<file path="src/rtl/operand_capture_if.sv">
// Captured-operation bus between operand_capture (master) and the ALU (slave).
// Handshake: a transfer happens on a rising clk edge where op_valid && op_ready; master holds all fields stable while op_valid && !op_ready.
interface operand_capture_if;
    logic       op_valid;
    logic       op_ready;
    logic [3:0] a_val;
    logic [3:0] b_val;
    logic [1:0] mode;
    logic       aSign_out;
    logic       bSign_out;

    modport master (
        output op_valid, a_val, b_val, mode, aSign_out, bSign_out,
        input  op_ready
    );

    modport slave (
        input  op_valid, a_val, b_val, mode, aSign_out, bSign_out,
        output op_ready
    );
endinterface

</file>
<file path="src/rtl/operand_capture.sv">
// Synchronizes/debounces operand switches and add/sub buttons, converts sign-magnitude to two's complement,
// and issues one operation per button press. Define OPCAP_DEBOUNCE_EN to include the debouncers.
module operand_capture #(
    parameter int DB_CYCLES = 16,
    parameter int DB_W      = 5
) (
    input  logic               clk,
    input  logic               ar,
    input  logic               aSign,
    input  logic               a2,
    input  logic               a1,
    input  logic               a0,
    input  logic               bSign,
    input  logic               b2,
    input  logic               b1,
    input  logic               b0,
    input  logic               switchAdd,
    input  logic               switchSub,
    operand_capture_if.master  bus,
    output logic [1:0]         o_dbg_state
);
    localparam int N      = 10;
    localparam int I_ASGN = 3;
    localparam int I_BSGN = 7;
    localparam int I_ADD  = 8;
    localparam int I_SUB  = 9;

    if (DB_CYCLES < 2 || (2 ** DB_W) <= DB_CYCLES) begin : g_bad_cfg
        $error("operand_capture: need DB_CYCLES >= 2 and 2**DB_W > DB_CYCLES");
    end

    typedef enum logic [1:0] {
        S_IDLE    = 2'd0,
        S_VALID   = 2'd1,
        S_RELEASE = 2'd2
    } state_t;

    state_t         r_state;
    state_t         w_state_nxt;
    logic [N-1:0]   w_raw;
    logic [N-1:0]   r_sync1;
    logic [N-1:0]   r_sync2;
    logic [N-1:0]   w_db;
    logic [1:0]     r_btn_prev;
    logic           w_add_rise;
    logic           w_sub_rise;
    logic           w_add_ok;
    logic           w_sub_ok;
    logic           w_capture;
    logic [3:0]     r_a_val;
    logic [3:0]     r_b_val;
    logic [1:0]     r_mode;
    logic           r_a_sign;
    logic           r_b_sign;

    assign w_raw = {switchSub, switchAdd, bSign, b2, b1, b0, aSign, a2, a1, a0};

    always_ff @(posedge clk or posedge ar) begin
        if (ar) begin
            r_sync1 <= '0;
            r_sync2 <= '0;
        end else begin
            r_sync1 <= w_raw;
            r_sync2 <= r_sync1;
        end
    end

`ifdef OPCAP_DEBOUNCE_EN
    logic [N-1:0]    r_db;
    logic [DB_W-1:0] r_cnt [N];

    // The counter only runs while the synchronized input disagrees with the output, so any glitch restarts it.
    always_ff @(posedge clk or posedge ar) begin
        if (ar) begin
            r_db <= '0;
            for (int i = 0; i < N; i++) r_cnt[i] <= '0;
        end else begin
            for (int i = 0; i < N; i++) begin
                if (r_sync2[i] == r_db[i]) begin
                    r_cnt[i] <= '0;
                end else if (r_cnt[i] == DB_W'(DB_CYCLES - 1)) begin
                    r_db[i]  <= ~r_db[i];
                    r_cnt[i] <= '0;
                end else begin
                    r_cnt[i] <= r_cnt[i] + 1'b1;
                end
            end
        end
    end

    assign w_db = r_db;
`else
    assign w_db = r_sync2;
`endif

    always_ff @(posedge clk or posedge ar) begin
        if (ar) r_btn_prev <= '0;
        else    r_btn_prev <= {w_db[I_SUB], w_db[I_ADD]};
    end

    assign w_add_rise = w_db[I_ADD] & ~r_btn_prev[0];
    assign w_sub_rise = w_db[I_SUB] & ~r_btn_prev[1];
    // A press only counts if the other button is not already held; a simultaneous rise goes to add.
    assign w_add_ok   = w_add_rise & ~(w_db[I_SUB] & ~w_sub_rise);
    assign w_sub_ok   = w_sub_rise & ~w_db[I_ADD];

    function automatic logic [3:0] to_twos(input logic s, input logic [2:0] m);
        logic [3:0] pos;
        pos = {1'b0, m};
        return s ? ((~pos) + 4'd1) : pos;
    endfunction

    always_ff @(posedge clk or posedge ar) begin
        if (ar) r_state <= S_IDLE;
        else    r_state <= w_state_nxt;
    end

    always_comb begin
        w_state_nxt = r_state;
        w_capture   = 1'b0;
        case (r_state)
            S_IDLE: begin
                if (w_add_ok || w_sub_ok) begin
                    w_capture   = 1'b1;
                    w_state_nxt = S_VALID;
                end
            end
            S_VALID: begin
                if (bus.op_ready) w_state_nxt = S_RELEASE;
            end
            S_RELEASE: begin
                if (!w_db[I_ADD] && !w_db[I_SUB]) w_state_nxt = S_IDLE;
            end
            default: w_state_nxt = S_IDLE;
        endcase
    end

    always_ff @(posedge clk or posedge ar) begin
        if (ar) begin
            r_a_val  <= 4'd0;
            r_b_val  <= 4'd0;
            r_mode   <= 2'b11;
            r_a_sign <= 1'b0;
            r_b_sign <= 1'b0;
        end else if (w_capture) begin
            r_a_val  <= to_twos(w_db[I_ASGN], w_db[2:0]);
            r_b_val  <= to_twos(w_db[I_BSGN], w_db[6:4]);
            r_mode   <= w_add_ok ? 2'b00 : 2'b01;
            r_a_sign <= w_db[I_ASGN];
            r_b_sign <= w_db[I_BSGN];
        end
    end

    assign bus.op_valid  = (r_state == S_VALID);
    assign bus.a_val     = r_a_val;
    assign bus.b_val     = r_b_val;
    assign bus.mode      = r_mode;
    assign bus.aSign_out = r_a_sign;
    assign bus.bSign_out = r_b_sign;
    assign o_dbg_state   = r_state;
endmodule

</file>
<file path="src/flat_wrapper.sv">
// flat-port wrapper written by rule: the top's interface ports become plain ports
module operand_capture_flat 
#(
    parameter int DB_CYCLES = 16,
    parameter int DB_W      = 5
)
  (clk, ar, aSign, a2, a1, a0, bSign, b2, b1, b0, switchAdd, switchSub, o_dbg_state, bus_op_valid, bus_a_val, bus_b_val, bus_mode, bus_aSign_out, bus_bSign_out, bus_op_ready);
  operand_capture_if bus_i ();
  input  logic clk;
  input  logic ar;
  input  logic aSign;
  input  logic a2;
  input  logic a1;
  input  logic a0;
  input  logic bSign;
  input  logic b2;
  input  logic b1;
  input  logic b0;
  input  logic switchAdd;
  input  logic switchSub;
  output logic [1:0] o_dbg_state;
  output wire logic [$bits(bus_i.op_valid)-1:0] bus_op_valid;
  output wire logic [$bits(bus_i.a_val)-1:0] bus_a_val;
  output wire logic [$bits(bus_i.b_val)-1:0] bus_b_val;
  output wire logic [$bits(bus_i.mode)-1:0] bus_mode;
  output wire logic [$bits(bus_i.aSign_out)-1:0] bus_aSign_out;
  output wire logic [$bits(bus_i.bSign_out)-1:0] bus_bSign_out;
  input wire logic [$bits(bus_i.op_ready)-1:0] bus_op_ready;
  assign bus_op_valid = bus_i.op_valid;
  assign bus_a_val = bus_i.a_val;
  assign bus_b_val = bus_i.b_val;
  assign bus_mode = bus_i.mode;
  assign bus_aSign_out = bus_i.aSign_out;
  assign bus_bSign_out = bus_i.bSign_out;
  assign bus_i.op_ready = bus_op_ready;
  operand_capture #(.DB_CYCLES(DB_CYCLES), .DB_W(DB_W)) u_core (.clk(clk), .ar(ar), .aSign(aSign), .a2(a2), .a1(a1), .a0(a0), .bSign(bSign), .b2(b2), .b1(b1), .b0(b0), .switchAdd(switchAdd), .switchSub(switchSub), .bus(bus_i), .o_dbg_state(o_dbg_state));
endmodule
</file>
<file path="config.mk">
export PLATFORM = sky130hd
export DESIGN_NAME = operand_capture_flat
export DESIGN_NICKNAME = d
export VERILOG_FILES = /design/src/rtl/operand_capture_if.sv /design/src/rtl/operand_capture.sv /design/src/flat_wrapper.sv
export SDC_FILE = /design/constraint.sdc
export NUM_CORES = 1
export LEC_CHECK = 0
export BUFFER_PORTS_ARGS = -buffer_cell sky130_fd_sc_hd__clkbuf_2
export CORE_ASPECT_RATIO = 0.6
export CORE_MARGIN = 5
export CORE_UTILIZATION = 48
export CTS_CLUSTER_DIAMETER = 80
export DETAILED_ROUTE_END_ITERATION = 6
export GPL_TIMING_DRIVEN = 0
export PLACE_DENSITY = 0.84
export SETUP_SLACK_MARGIN = 0.3
export SLEW_MARGIN = 15
export SYNTH_ARGS = -nofsm -noshare
export SYNTH_HDL_FRONTEND = slang
export SYNTH_SLANG_ARGS = --single-unit
</file>
<file path="constraint.sdc">
create_clock -name clk -period 1.9 [get_ports clk]
set_clock_uncertainty 0.05 [all_clocks]
set_input_delay 0.475 -clock clk [delete_from_list [all_inputs] [get_ports clk]]
set_output_delay 0.475 -clock clk [all_outputs]
set_load 0.02 [all_outputs]
</file>
==> results.json <==
{
  "status": "finished, final reports clean",
  "detail-route-antenna-nets": 0,
  "worst_slack_ns": 0.247,
  "drc_errors": 0,
  "synth_area_um2": 1250,
  "grt_first_pass_wirelength_um": 3950,
  "end_kind": "flip-flop",
  "holdWs_ns": 0.240,
  "drv_slew": 0,
  "worstSetupStartpointType": "flip-flop",
  "start_util_pct": 50.2,
  "clock.fmax_mhz": 605,
  "clock_path_buffers": 2,
  "ir_worst_vdd_v": 0.000850,
  "hpwlAfterDp_um": 1470,
  "r2r-end": "u_core.bus.b_val[3]",
  "insertion_delay_ns": 0.28,
  "drive_above_1_share_pct": 49.1,
  "grt_pass1_vias": 817,
  "h-tree-depth": 2,
  "nets": 131,
  "worstRegToRegCells": 4,
  "min_path_type": "input pin to async pin",
  "yosysTopAreaCellShare_pct": 68.2,
  "post_dp_cell_area_um2": 1430,
  "wl_per_cell_um": 14.7,
  "setup_violations": 0,
  "syn_nets": 93,
  "grt_use_total_pct": 14.6,
  "tightest_slew_ns": 0.707,
  "synth.area.top_cells": "dfrtp_1 68%, mux2_4 9.6%, dfstp_2 4.2%",
  "synth_top_area_cell": "dfrtp_1",
  "setup-tns-final_ns": 0,
  "hold_buffers": 0,
  "cp_max_fo": 10,
  "ys_types": 17,
  "preCtsSetupSlack_ns": 0.218,
  "rows": 14,
  "final_common_cell": "dfrtp_1",
  "rsz0062_at_grt": "true",
  "cts_buffers": 5,
  "grt_start_max_net_pins": 37,
  "gp_congestion": 0.717,
  "crit_required_ns": 2.02,
  "yosysWarnings": 0,
  "core-area_um2": 2490,
  "fillers": 184,
  "drt-total-wl_um": 2180,
  "synthCells": 78,
  "antenna_found_initial": 0,
  "die_h_um": 49.5,
  "p_leak_nw": 0.792,
  "powerDensity_nw_per_um2": 1550,
  "dieArea_um2": 3750,
  "total_power_mw": 2.44,
  "avgViaCountPerCell": 4.87,
  "antenna_cells": 0,
  "first_iter_violations": 45,
  "rrSetupSlack_ns": 0.25,
  "areaGrowthSynthToFinish_pct": 26.4,
  "final_area_um2": 1580,
  "cts_tree": "built",
  "die_w_um": 75.8,
  "dr.pass1.iters": 3,
  "syn_avg_cell_area_um2": 16.0,
  "final_hold_viol_count": 0,
  "synth_seq_cells": 36,
  "clkSlewWorstSetupHoldPaths_ns": 0.07,
  "fin_crit_sh_pct": 87.0,
  "root_buffer": "clkbuf_8",
  "relSlewSlack_pct": 52.8,
  "vias": 721,
  "period_needed_ns": 1.65,
  "post-route-util_pct": 63.4,
  "ys_seq_area_share_pct": 72.4,
  "cts_sinks": 36,
  "final_cell_mix": "32 x dfrtp_1, 26 x clkbuf_2, 8 x mux2_4, 8 x clkbuf_8, 7 x o21ai_0",
  "crit_type": "flip-flop to flip-flop",
  "dp.cells": 137,
  "ios": 28,
  "arrival_ns": 1.77,
  "stdcell_count": 148,
  "grt.overflow.total": 0,
  "cap_violations": 0,
  "io_buffers": 27,
  "reg2reg_from": "u_core.r_sync2[9]"
}
cell type report:
cell class              instances  area [um^2]  share of cell area [%]
multi-input cells              35          318                    20.2
inverters                       6         22.5                    1.43
clock buffers                   7         96.3                    6.11
well taps                      32         40.0                    2.54
flip-flops and latches         36          906                    57.5
plain buffers                   1         20.0                    1.27
repair buffers                 31          174                    11.0
power by group:
| group | internal, mW | switching [mW] | total [mW] |
|---|---|---|---|
| Sequential | 0.942 | 0.108 | 1.05 |
| Clock | 0.322 | 0.241 | 0.563 |
| Combinational | 0.407 | 0.418 | 0.825 |
| Total | 1.67 | 0.766 | 2.44 |
worst max path at each step:
| stage | from | endpoint | depth (start not counted) |
|---|---|---|---|
| 2_1_floorplan | u_core.o_dbg_state[1] | u_core.bus.a_val[0] | 4 |
| 3_3_place_gp | ar | u_core.o_dbg_state[1] | 2 |
| 3_5_place_dp | u_core.r_sync2[9] | u_core.bus.b_val[3] | 4 |
| 4_1_cts | u_core.o_dbg_state[1] | u_core.bus.b_val[3] | 4 |
| 5_1_grt | u_core.o_dbg_state[1] | u_core.bus.b_val[3] | 4 |
| 6_report | u_core.r_sync2[9] | u_core.bus.b_val[3] | 4 |
registers in the layout, indices dropped and copies added, names as in the netlist:
signal / count
u_core.bus.a_val: 4
u_core.r_btn_prev: 2
u_core.bus.mode: 2
u_core.o_dbg_state: 2
u_core.bus.bSign_out: 1
u_core.bus.aSign_out: 1
u_core.r_sync2: 10
u_core.r_sync1: 10
u_core.bus.b_val: 4
worst max-delay path: stages, from the launching register on:
cell	delay, ns
dfrtp_1	0.40
a211o_1	0.33
a211o_4	0.30
buf_12	0.16
mux2_4	0.30
synthesized netlist by cell type:
cell type / n
nor2_1: 2
dfstp_2: 2
inv_1: 6
buf_6: 1
mux2_2: 2
nand2_1: 3
and2_2: 1
mux2_4: 8
a211o_2: 1
xnor2_1: 2
o31a_1: 2
ha_1: 2
dfrtp_1: 34
nor4b_1: 1
a211o_1: 1
o21ai_0: 7
nand2b_1: 3
cell families after synthesis:
| family | count (synthesis) | synth area share (%) |
|---|---|---|
| compound gates | 11 | 5.72 |
| xor+xnor | 2 | 1.40 |
| fa+ha+maj | 2 | 2.01 |
| buf+inv | 7 | 2.71 |
| flops | 36 | 72.4 |
| mux | 10 | 11.4 |
| simple gates | 10 | 4.31 |
per-layer routing:
metal | wire length [um] | up-vias | track usage, %
li1 | - | 333 | -
met2 | 1070 | 19 | 22.7
met3 | 115 | 7 | 6.90
met4 | 53 | 0 | 6.98
met1 | 945 | 362 | 16.8
met5 | 0 | - | 0
timing repair:
item                                    in CTS  in global routing
pin swaps                                    1                  1
endpoints found under the setup margin       9                 11
setup buffers                                4                  0
gates resized for setup                      2                  4
No activity file was read; power rests on OpenSTA's default activity.
